--- config.mk ---
export PLATFORM = sky130hd
export DESIGN_NAME = dz_scan
export DESIGN_NICKNAME = d
export VERILOG_FILES = /design/src/rtl/dz_pkg.sv /design/src/rtl/dz_glyph_rom.sv /design/src/rtl/dz_scan.sv
export SDC_FILE = /design/constraint.sdc
export NUM_CORES = 1
export LEC_CHECK = 0
export CORE_ASPECT_RATIO = 1.1
export CORE_MARGIN = 4
export CORE_UTILIZATION = 49
export DETAILED_ROUTE_END_ITERATION = 10
export PLACE_DENSITY = 0.72
export REMOVE_ABC_BUFFERS = 1
export SLEW_MARGIN = 20
export SYNTH_ARGS = -nofsm -noshare
export SYNTH_HDL_FRONTEND = slang
export SYNTH_SLANG_ARGS = --single-unit
--- constraint.sdc ---
create_clock -name clk -period 2.7 [get_ports clk]
set_input_delay 0.54 -clock clk [delete_from_list [all_inputs] [get_ports clk]]
set_output_delay 0.54 -clock clk [all_outputs]
set_load 0.01 [all_outputs]
--- src/rtl/dz_pkg.sv ---
// rtl/dz_pkg.sv - shared encodings and 8x8 digit glyph table for the dot-matrix scanner
// Contents: color encodings, scanner FSM states, 10x8 glyph table
// (row 0 is the top row, bit 7 is the leftmost column).
package dz_pkg;

  typedef enum logic [1:0] {
    COLOR_OFF    = 2'b00,
    COLOR_RED    = 2'b01,
    COLOR_GREEN  = 2'b10,
    COLOR_YELLOW = 2'b11
  } color_e;

  // Bit positions inside a color code; yellow lights both.
  localparam int RED_BIT   = 0;
  localparam int GREEN_BIT = 1;

  typedef enum logic {
    ST_OFF = 1'b0,
    ST_RUN = 1'b1
  } state_e;

  localparam int NUM_GLYPHS = 10;

  // GLYPH_TABLE[digit][row]; first listed entry is digit 0 / row 0.
  localparam logic [0:NUM_GLYPHS-1][0:7][7:0] GLYPH_TABLE = {
    {8'h00, 8'h3C, 8'h66, 8'h6E, 8'h76, 8'h66, 8'h3C, 8'h00},  // 0
    {8'h00, 8'h18, 8'h38, 8'h18, 8'h18, 8'h18, 8'h3C, 8'h00},  // 1
    {8'h00, 8'h3C, 8'h66, 8'h0C, 8'h18, 8'h30, 8'h7E, 8'h00},  // 2
    {8'h00, 8'h3C, 8'h66, 8'h1C, 8'h06, 8'h66, 8'h3C, 8'h00},  // 3
    {8'h00, 8'h0C, 8'h1C, 8'h2C, 8'h4C, 8'h7E, 8'h0C, 8'h00},  // 4
    {8'h00, 8'h7E, 8'h60, 8'h7C, 8'h06, 8'h66, 8'h3C, 8'h00},  // 5
    {8'h00, 8'h3C, 8'h60, 8'h7C, 8'h66, 8'h66, 8'h3C, 8'h00},  // 6
    {8'h00, 8'h7E, 8'h06, 8'h0C, 8'h18, 8'h18, 8'h18, 8'h00},  // 7
    {8'h00, 8'h3C, 8'h66, 8'h3C, 8'h66, 8'h66, 8'h3C, 8'h00},  // 8
    {8'h00, 8'h3C, 8'h66, 8'h3E, 8'h06, 8'h0C, 8'h38, 8'h00}   // 9
  };

endpackage

--- src/rtl/dz_glyph_rom.sv ---
// rtl/dz_glyph_rom.sv - combinational glyph row lookup
// Ports: digit[3:0] glyph select (10..15 are blank), r[2:0] row index,
//        bits[7:0] column pattern for that row (bit 7 = leftmost).
module dz_glyph_rom
  import dz_pkg::*;
(
  input  logic [3:0] digit,
  input  logic [2:0] r,
  output logic [7:0] bits
);

  always_comb begin
    bits = 8'h00;
    if (digit < 4'(NUM_GLYPHS)) begin
      bits = GLYPH_TABLE[digit][r];
    end
  end

endmodule

--- src/rtl/dz_scan.sv ---
// rtl/dz_scan.sv - 8x8 bicolor dot-matrix digit scanner with frame-aligned reload
// Ports: clk, rst (async active-low); digit[3:0]/color[1:0]/digit_valid/ready
//        load handshake; row[7:0] active-low row drive; colr[7:0]/colg[7:0]
//        active-high red/green column drive. All outputs are registered.
module dz_scan
  import dz_pkg::*;
#(
  parameter int SCAN_DIV = 1
) (
  input  logic       clk,
  input  logic       rst,
  input  logic [3:0] digit,
  input  logic [1:0] color,
  input  logic       digit_valid,
  output logic       ready,
  output logic [7:0] row,
  output logic [7:0] colr,
  output logic [7:0] colg
);

  localparam int                DIV_W    = (SCAN_DIV > 1) ? $clog2(SCAN_DIV) : 1;
  localparam logic [DIV_W-1:0]  DIV_LAST = DIV_W'(SCAN_DIV - 1);

  state_e           state_q, state_d;
  logic [2:0]       row_idx_q, row_idx_d;
  logic [DIV_W-1:0] div_q, div_d;
  logic [3:0]       shd_digit_q, shd_digit_d;
  logic [1:0]       shd_color_q, shd_color_d;
  logic [3:0]       pnd_digit_q, pnd_digit_d;
  logic [1:0]       pnd_color_q, pnd_color_d;
  logic             pnd_valid_q, pnd_valid_d;
  logic [7:0]       row_q, row_d;
  logic [7:0]       colr_q, colr_d;
  logic [7:0]       colg_q, colg_d;
  logic [7:0]       glyph_bits;
  logic             xfer;

  // Only a waiting pending value blocks new loads; OFF never has one.
  assign ready = ~pnd_valid_q;
  assign xfer  = digit_valid & ready;

  always_comb begin
    state_d     = state_q;
    row_idx_d   = row_idx_q;
    div_d       = div_q;
    shd_digit_d = shd_digit_q;
    shd_color_d = shd_color_q;
    pnd_digit_d = pnd_digit_q;
    pnd_color_d = pnd_color_q;
    pnd_valid_d = pnd_valid_q;
    case (state_q)
      ST_OFF: begin
        if (xfer) begin
          state_d     = ST_RUN;
          row_idx_d   = 3'd0;
          div_d       = '0;
          shd_digit_d = digit;
          shd_color_d = color;
        end
      end
      ST_RUN: begin
        if (div_q == DIV_LAST) begin
          div_d     = '0;
          row_idx_d = row_idx_q + 3'd1;
          // Swap only on the 7->0 wrap so a frame never mixes two glyphs.
          if (row_idx_q == 3'd7 && pnd_valid_q) begin
            shd_digit_d = pnd_digit_q;
            shd_color_d = pnd_color_q;
            pnd_valid_d = 1'b0;
          end
        end else begin
          div_d = div_q + 1'b1;
        end
        // xfer implies no pending value, so this never collides with the swap.
        if (xfer) begin
          pnd_digit_d = digit;
          pnd_color_d = color;
          pnd_valid_d = 1'b1;
        end
      end
      default: state_d = ST_OFF;
    endcase
  end

  // Outputs are computed from the next row/shadow so they change on the
  // same edge as the row index.
  dz_glyph_rom u_glyph_rom (
    .digit (shd_digit_d),
    .r     (row_idx_d),
    .bits  (glyph_bits)
  );

  always_comb begin
    row_d  = 8'hFF;
    colr_d = 8'h00;
    colg_d = 8'h00;
    if (state_d == ST_RUN) begin
      row_d  = ~(8'h01 << row_idx_d);
      colr_d = shd_color_d[RED_BIT]   ? glyph_bits : 8'h00;
      colg_d = shd_color_d[GREEN_BIT] ? glyph_bits : 8'h00;
    end
  end

  always_ff @(posedge clk or negedge rst) begin
    if (!rst) begin
      state_q     <= ST_OFF;
      row_idx_q   <= 3'd0;
      div_q       <= '0;
      shd_digit_q <= 4'd0;
      shd_color_q <= 2'd0;
      pnd_digit_q <= 4'd0;
      pnd_color_q <= 2'd0;
      pnd_valid_q <= 1'b0;
      row_q       <= 8'hFF;
      colr_q      <= 8'h00;
      colg_q      <= 8'h00;
    end else begin
      state_q     <= state_d;
      row_idx_q   <= row_idx_d;
      div_q       <= div_d;
      shd_digit_q <= shd_digit_d;
      shd_color_q <= shd_color_d;
      pnd_digit_q <= pnd_digit_d;
      pnd_color_q <= pnd_color_d;
      pnd_valid_q <= pnd_valid_d;
      row_q       <= row_d;
      colr_q      <= colr_d;
      colg_q      <= colg_d;
    end
  end

  assign row  = row_q;
  assign colr = colr_q;
  assign colg = colg_q;

endmodule

-- Yosys cells after proc, flatten, opt, wreduce, memory -nomap -nowiden
Memory sizes are Yosys's and may differ from the RTL's.
Index checks and enable logic that the tools add are counted.
- register bits: 42
- memory bits (read-only): 1024
- bits of input ports: 9
- output and inout bits: 25
- logic and storage cells: 61
- memories kept: 1
- memories (name ; words ; width ; rd ports ; clocked after memory_dff ; write ports ; line ; RTL):
    (no name shown) ; 16 ; 64 ; 1 ; 0 ; 0 ; dz_glyph_rom.sv:15 ; bits = GLYPH_TABLE[digit][r];
- add/sub/neg operators: 2
- order comparisons: 3
- equal/unequal tests: 3
- shift operators: 1
- mux-type cells: 30
- bitwise operators: 6
- reductions and logical operators: 4
- operators by type and width (cell ; count):
    $mux W64 ; 2
    $mux W8 ; 8
    $bmux W8 S3 ; 1
    $mux W4 ; 3
    $not A8 Y8 ; 1
    $pmux W4 S2 ; 1
    $shl A1 B3 Y8 const A ; 1
    $mux W1 ; 7
    $mux W2 ; 3
    $mux W3 ; 2
    $pmux W3 S2 ; 1
    $ge A5 B5 Y1 const B ; 1
    $not A4 Y5 ; 1
    $ge A4 B4 Y1 const B ; 1
    $lt A4 B4 Y1 const B ; 1
    $not A3 Y4 ; 1
    $pmux W2 S2 ; 1
    $add A3 B1 Y3 const B ; 1
    $eq A3 B3 Y1 const B ; 1
    $reduce_and A3 Y1 ; 1
    $ne A2 B1 Y1 const B ; 1
    $ne A2 B2 Y1 const B ; 1
    $not A1 Y1 ; 2
    $pmux W1 S2 ; 1
    5 further kinds ; 5

-- Logic depth before layout (Yosys ltp)
- word-level depth: 15
- mapped depth: 13
- mapped depth without buffers: 12

-- Modules after synthesis
A second synthesis with hierarchy kept.
- cell total of the unflattened synthesis: 214
- area total of the unflattened synthesis: 2314.7 um2
- by module, submodules not included (module ; times used ; cells an instance ; area each (um2) ; sequential area each (um2)):
    dz_scan ; 1 ; 124 ; 1677.9 ; 1036.0
    dz_glyph_rom ; 1 ; 90 ; 636.9 ; 0.0

-- Least setup slack after synthesis
No wires, ideal clock.
- path kind: reg2reg
- start: register row_idx_q[0]
- end: register colg_q[5], in the netlist colg[5]
- setup time: 0.073 ns
- data arrival time: 2.821 ns
- required time: 2.627 ns
- path slack: -0.194 ns
- cell stages (with the launch flop): 14
- buffers on the path: 1
- clock period less this slack: 2.894 ns
- path through: dfrtp_1 > ha_1 > ha_1 > and2_1 > buf_2 > mux2i_1 > mux2_2 > ha_1 > a21oi_1 > a311oi_1 > a21oi_1 > a211o_1 > a31o_1 > nor2_1
- cells in the longest elaborated chain, start to end: 15
- elaborated cells on any way between the ends: 24
- classes of those cells: 1 x add/sub; 1 x order compare; 1 x eq/ne; 17 x mux; 2 x bitwise; 1 x reduce/logical; 1 x memory
- ends and longest elaborated chain (element ; line ; RTL):
    from (decl) ; dz_scan.sv:25 ; logic [2:0] row_idx_q, row_idx_d;
    from (signal assigned) ; dz_scan.sv:119 ; row_idx_q <= row_idx_d;
    $eq A3 B3 Y1 ; dz_scan.sv:66 ; if (row_idx_q == 3'd7 && pnd_valid_q) begin
    $logic_and A1 B1 Y1 ; dz_scan.sv:66 ;
    $mux W4 ; dz_scan.sv:66 ;
    $mux W4 ; dz_scan.sv:62 ; if (div_q == DIV_LAST) begin
    $pmux W4 S2 ; dz_scan.sv:51 ; case (state_q)
    $not A4 Y5 (implied by the code) ; dz_glyph_rom.sv:15 ;
    $mem_v2 Z16 W64 ; n/a ;
    $mux W64 (implied by the code) (2 in series) ; dz_glyph_rom.sv:15 ;
    $bmux W8 S3 ; dz_glyph_rom.sv:15 ;
    $mux W8 (implied by the code) (2 in series) ; dz_glyph_rom.sv:15 ;
    $mux W8 ; dz_glyph_rom.sv:14 ; if (digit < 4'(NUM_GLYPHS)) begin
    $mux W8 (*) ; dz_scan.sv:100 ; colg_d = shd_color_d[GREEN_BIT] ? glyph_bits : 8'h00;
    $mux W8 (*) ; dz_scan.sv:97 ; if (state_d == ST_RUN) begin
    net colg_d[5] ; dz_scan.sv:34 ; logic [7:0] colg_q, colg_d;
    to (signal assigned) ; dz_scan.sv:128 ; colg_q <= colg_d;
    to (decl) ; dz_scan.sv:34 ;
The timed path passes the listed nets; every way through them passes the cells marked *. The select of a mux whose other input is x is not followed.
A chain may end at the register's enable or synchronous reset.

-- Final worst setup path
- start: register row_idx_q[1]
- end: register colg_q[5], in the netlist colg[5]
Same word-level chain as after synthesis.

==> reports/results.ini <==
[run_status]
status=finished clean

[clock_network]
clock_latency_ns=0.29
clk_pin_slew_ns=0.07
cts_buffer_depth=2
htreeDepth=2
cts_setup_buffers=0
tritoncts=built
clockRootBuffer=clkbuf_8
numCtsBuffers=5
clock-sinks=37

[global_routing]
grt_pass1_wl_mm=10.3
grt-ovfl-total=0
antenna_found_initial=0
grt_pass1_vias=2102
grt_use_total_pct=23.2
grt_max_degree=38

[route]
firstDrtPassIters=4
routed_wirelength_mm=6.26
vias=2078
via_per_inst=5.94
ant_nets=0
drc=0
drtIter0Drc=180
wl_per_cell_um=17.9

[floorplan]
die_h_um=79.6
dieArea_mm2=0.00581
dieWidth_um=73.1
placementRows=25
start_util_pct=51.7
io_pins=34
core-area_mm2=0.00441

[synth]
yosysWarningCount=0
synth_edf_count=0
netlist_area_mm2=0.00228
syn-instance-count=236
avgSynthCellArea_um2=9.66
ys_async_sr_fraction_pct=100
ys_seq_area_share_pct=41.0
ys_ff_latch=37
ys.flop_type=dfrtp_1
synth_cell_types=57

[cells_and_area]
fill_cells=344
n_antenna_cell=0
fin_nets=312
area_growth_pct=33.3
final_cell_mix=buf_4 (36), dfrtp_1 (29), clkdlybuf4s50_1 (29), nand2_1 (26), o21ai_0 (16)
seq_area_um2=936
multi_input_area_mm2=0.00130
drive_above_1_share_pct=32.8
final_common_cell=buf_4

[placement]
port_buffers=29
hpwl_mm=4.49
place_worst_setup_slack_ns=-0.274
place.gp.congestion=0.952

[pwr]
leakage_nw=1.28
powerDensity_mw_per_mm2=570
p_total_mw=1.73
irDropWorstVdd_mv=0.309

[critical_path]
startpoint_type=register
crit_fanout=3
path_class=reg -> reg
critical_path_arrival_ns=2.92
required_ns=2.92
r2r_slack_ns=0.004
cp-end-kind=register

[timing]
min_period_ns=2.70
fmaxAchievable_ghz=0.371
finalHoldViolations=0
setup_slack_ns=0.00422
timing.setup.tns_ns=0
fin_skew_ns=0.00448
report.final.slew_viol_count=0
setup_violations=0
rsz0062_at_grt=yes
fin_crit_sh_pct=99.8

[job]
max_cap_violations=0

[hold_path]
hp-class=reg -> reg

[final timing paths]
path,to,depth (start not counted),from
min in group asynchronous,pnd_color_q[1],2,rst
min reg2reg,pnd_color_q[1],1,pnd_color_q[1]
max in group asynchronous,row[0],2,rst
max,colg[5],12,row_idx_q[1]
min,pnd_color_q[1],1,pnd_color_q[1]
max reg2reg,colg[5],12,row_idx_q[1]
[layout make-up]
type / instances / share of cell area [%]
Sequential cell: 37 / 30.8
Tap cell: 54 / 2.22
Multi-Input combinational cell: 174 / 42.7
Clock buffer: 7 / 2.84
Clock inverter: 1 / 0.988
Timing Repair Buffer: 67 / 19.2
Inverter: 10 / 1.32
[metrics by stage]
stage | hold slack (ns) | util, % | std cells | area (um2)
6_report | 0.512 | 68.9 | 350 | 3040
5_1_grt | 0.532 | 68.9 | 350 | 3040
4_1_cts | 0.516 | 67.3 | 350 | 2970
3_5_place_dp | 0.501 | 63.7 | 342 | 2810
3_3_place_gp | 0.492 | 63.7 | 342 | 2810
2_1_floorplan | 0.244 | - | 221 | 2170
[logic make-up (layout without fill, tap and decap cells)]
group           Yosys count  in the layout  share of synthesized area [%]
other cells               1              4                          0.164
simple gates             77             77                           17.6
compound gates           70             70                           22.5
fa+ha+maj                 8              8                           4.39
mux                      15             15                           7.13
buf+inv                  28             85                           7.24
flops                    37             37                           41.0
[flip-flops by register name, summed over array words and instances (netlist names)]
| name | cells |
|---|---|
| state_q | 1 |
| pnd_digit_q | 4 |
| shd_digit_q | 4 |
| pnd_color_q | 2 |
| pnd_valid_q | 1 |
| row_idx_q | 3 |
| row | 8 |
| colg | 6 |
| colr | 6 |
| shd_color_q | 2 |
[critical path, cell delays in order, from the launching register on]
cell and delay (ns):
dfrtp_1 0.40, ha_2 0.21, ha_4 0.16, and2_4 0.17
mux2i_2 0.15, mux2_4 0.31, ha_4 0.29, a21oi_2 0.04
a311oi_2 0.24, a21oi_1 0.08, a211o_1 0.26, a31o_1 0.20
nor2_1 0.12
[repair_timing]
action,in CTS,in global routing
hold buffers,0,0
endpoints found under the hold margin,0,0
setup endpoints to repair,12,12
pin swaps,3,11
cloned,0,0
resized for setup,8,15
[cells in the mapped netlist, drive strengths merged (2+ instances only)]
| cell | count | area share [%] |
|---|---|---|
| a31oi | 6 | 1.6 |
| o211ai | 4 | 1.3 |
| o2bb2ai | 2 | 0.77 |
| nand3 | 13 | 2.9 |
| nand4 | 4 | 1.1 |
| nand2 | 26 | 4.3 |
| o22ai | 4 | 1.1 |
| mux2 | 10 | 4.9 |
| dfstp | 8 | 9.2 |
| nor2b | 3 | 0.82 |
| mux2i | 5 | 2.2 |
| inv | 10 | 1.8 |
| nor2 | 17 | 3.8 |
| dfrtp | 29 | 32 |
| a311oi | 2 | 0.77 |
| nor3 | 3 | 0.66 |
| clkbuf | 4 | 0.66 |
| a21oi | 9 | 2.0 |
| o2111ai | 2 | 0.77 |
| and2 | 2 | 0.55 |
| o311ai | 2 | 1.5 |
| a31o | 4 | 1.9 |
| a21boi | 4 | 1.3 |
| o21ai | 21 | 4.8 |
| ha | 8 | 4.4 |
| a211o | 2 | 0.77 |
| nand2b | 2 | 0.88 |
| buf | 14 | 4.8 |
[per-layer routing]
| layer | global-route usage, % | wire, um |
|---|---|---|
| met3 | 4.16 | 334 |
| met5 | 0 | 0 |
| met1 | 30.3 | 2670 |
| met4 | 8.67 | 92 |
| met2 | 37.9 | 3170 |
[report_power, final]
part / internal, mW / total, mW / switching [mW]
sequential: 0.616 / 0.644 / 0.0279
clock: 0.301 / 0.496 / 0.195
combinational: 0.291 / 0.594 / 0.303
Power figures use the tool's default switching activity.
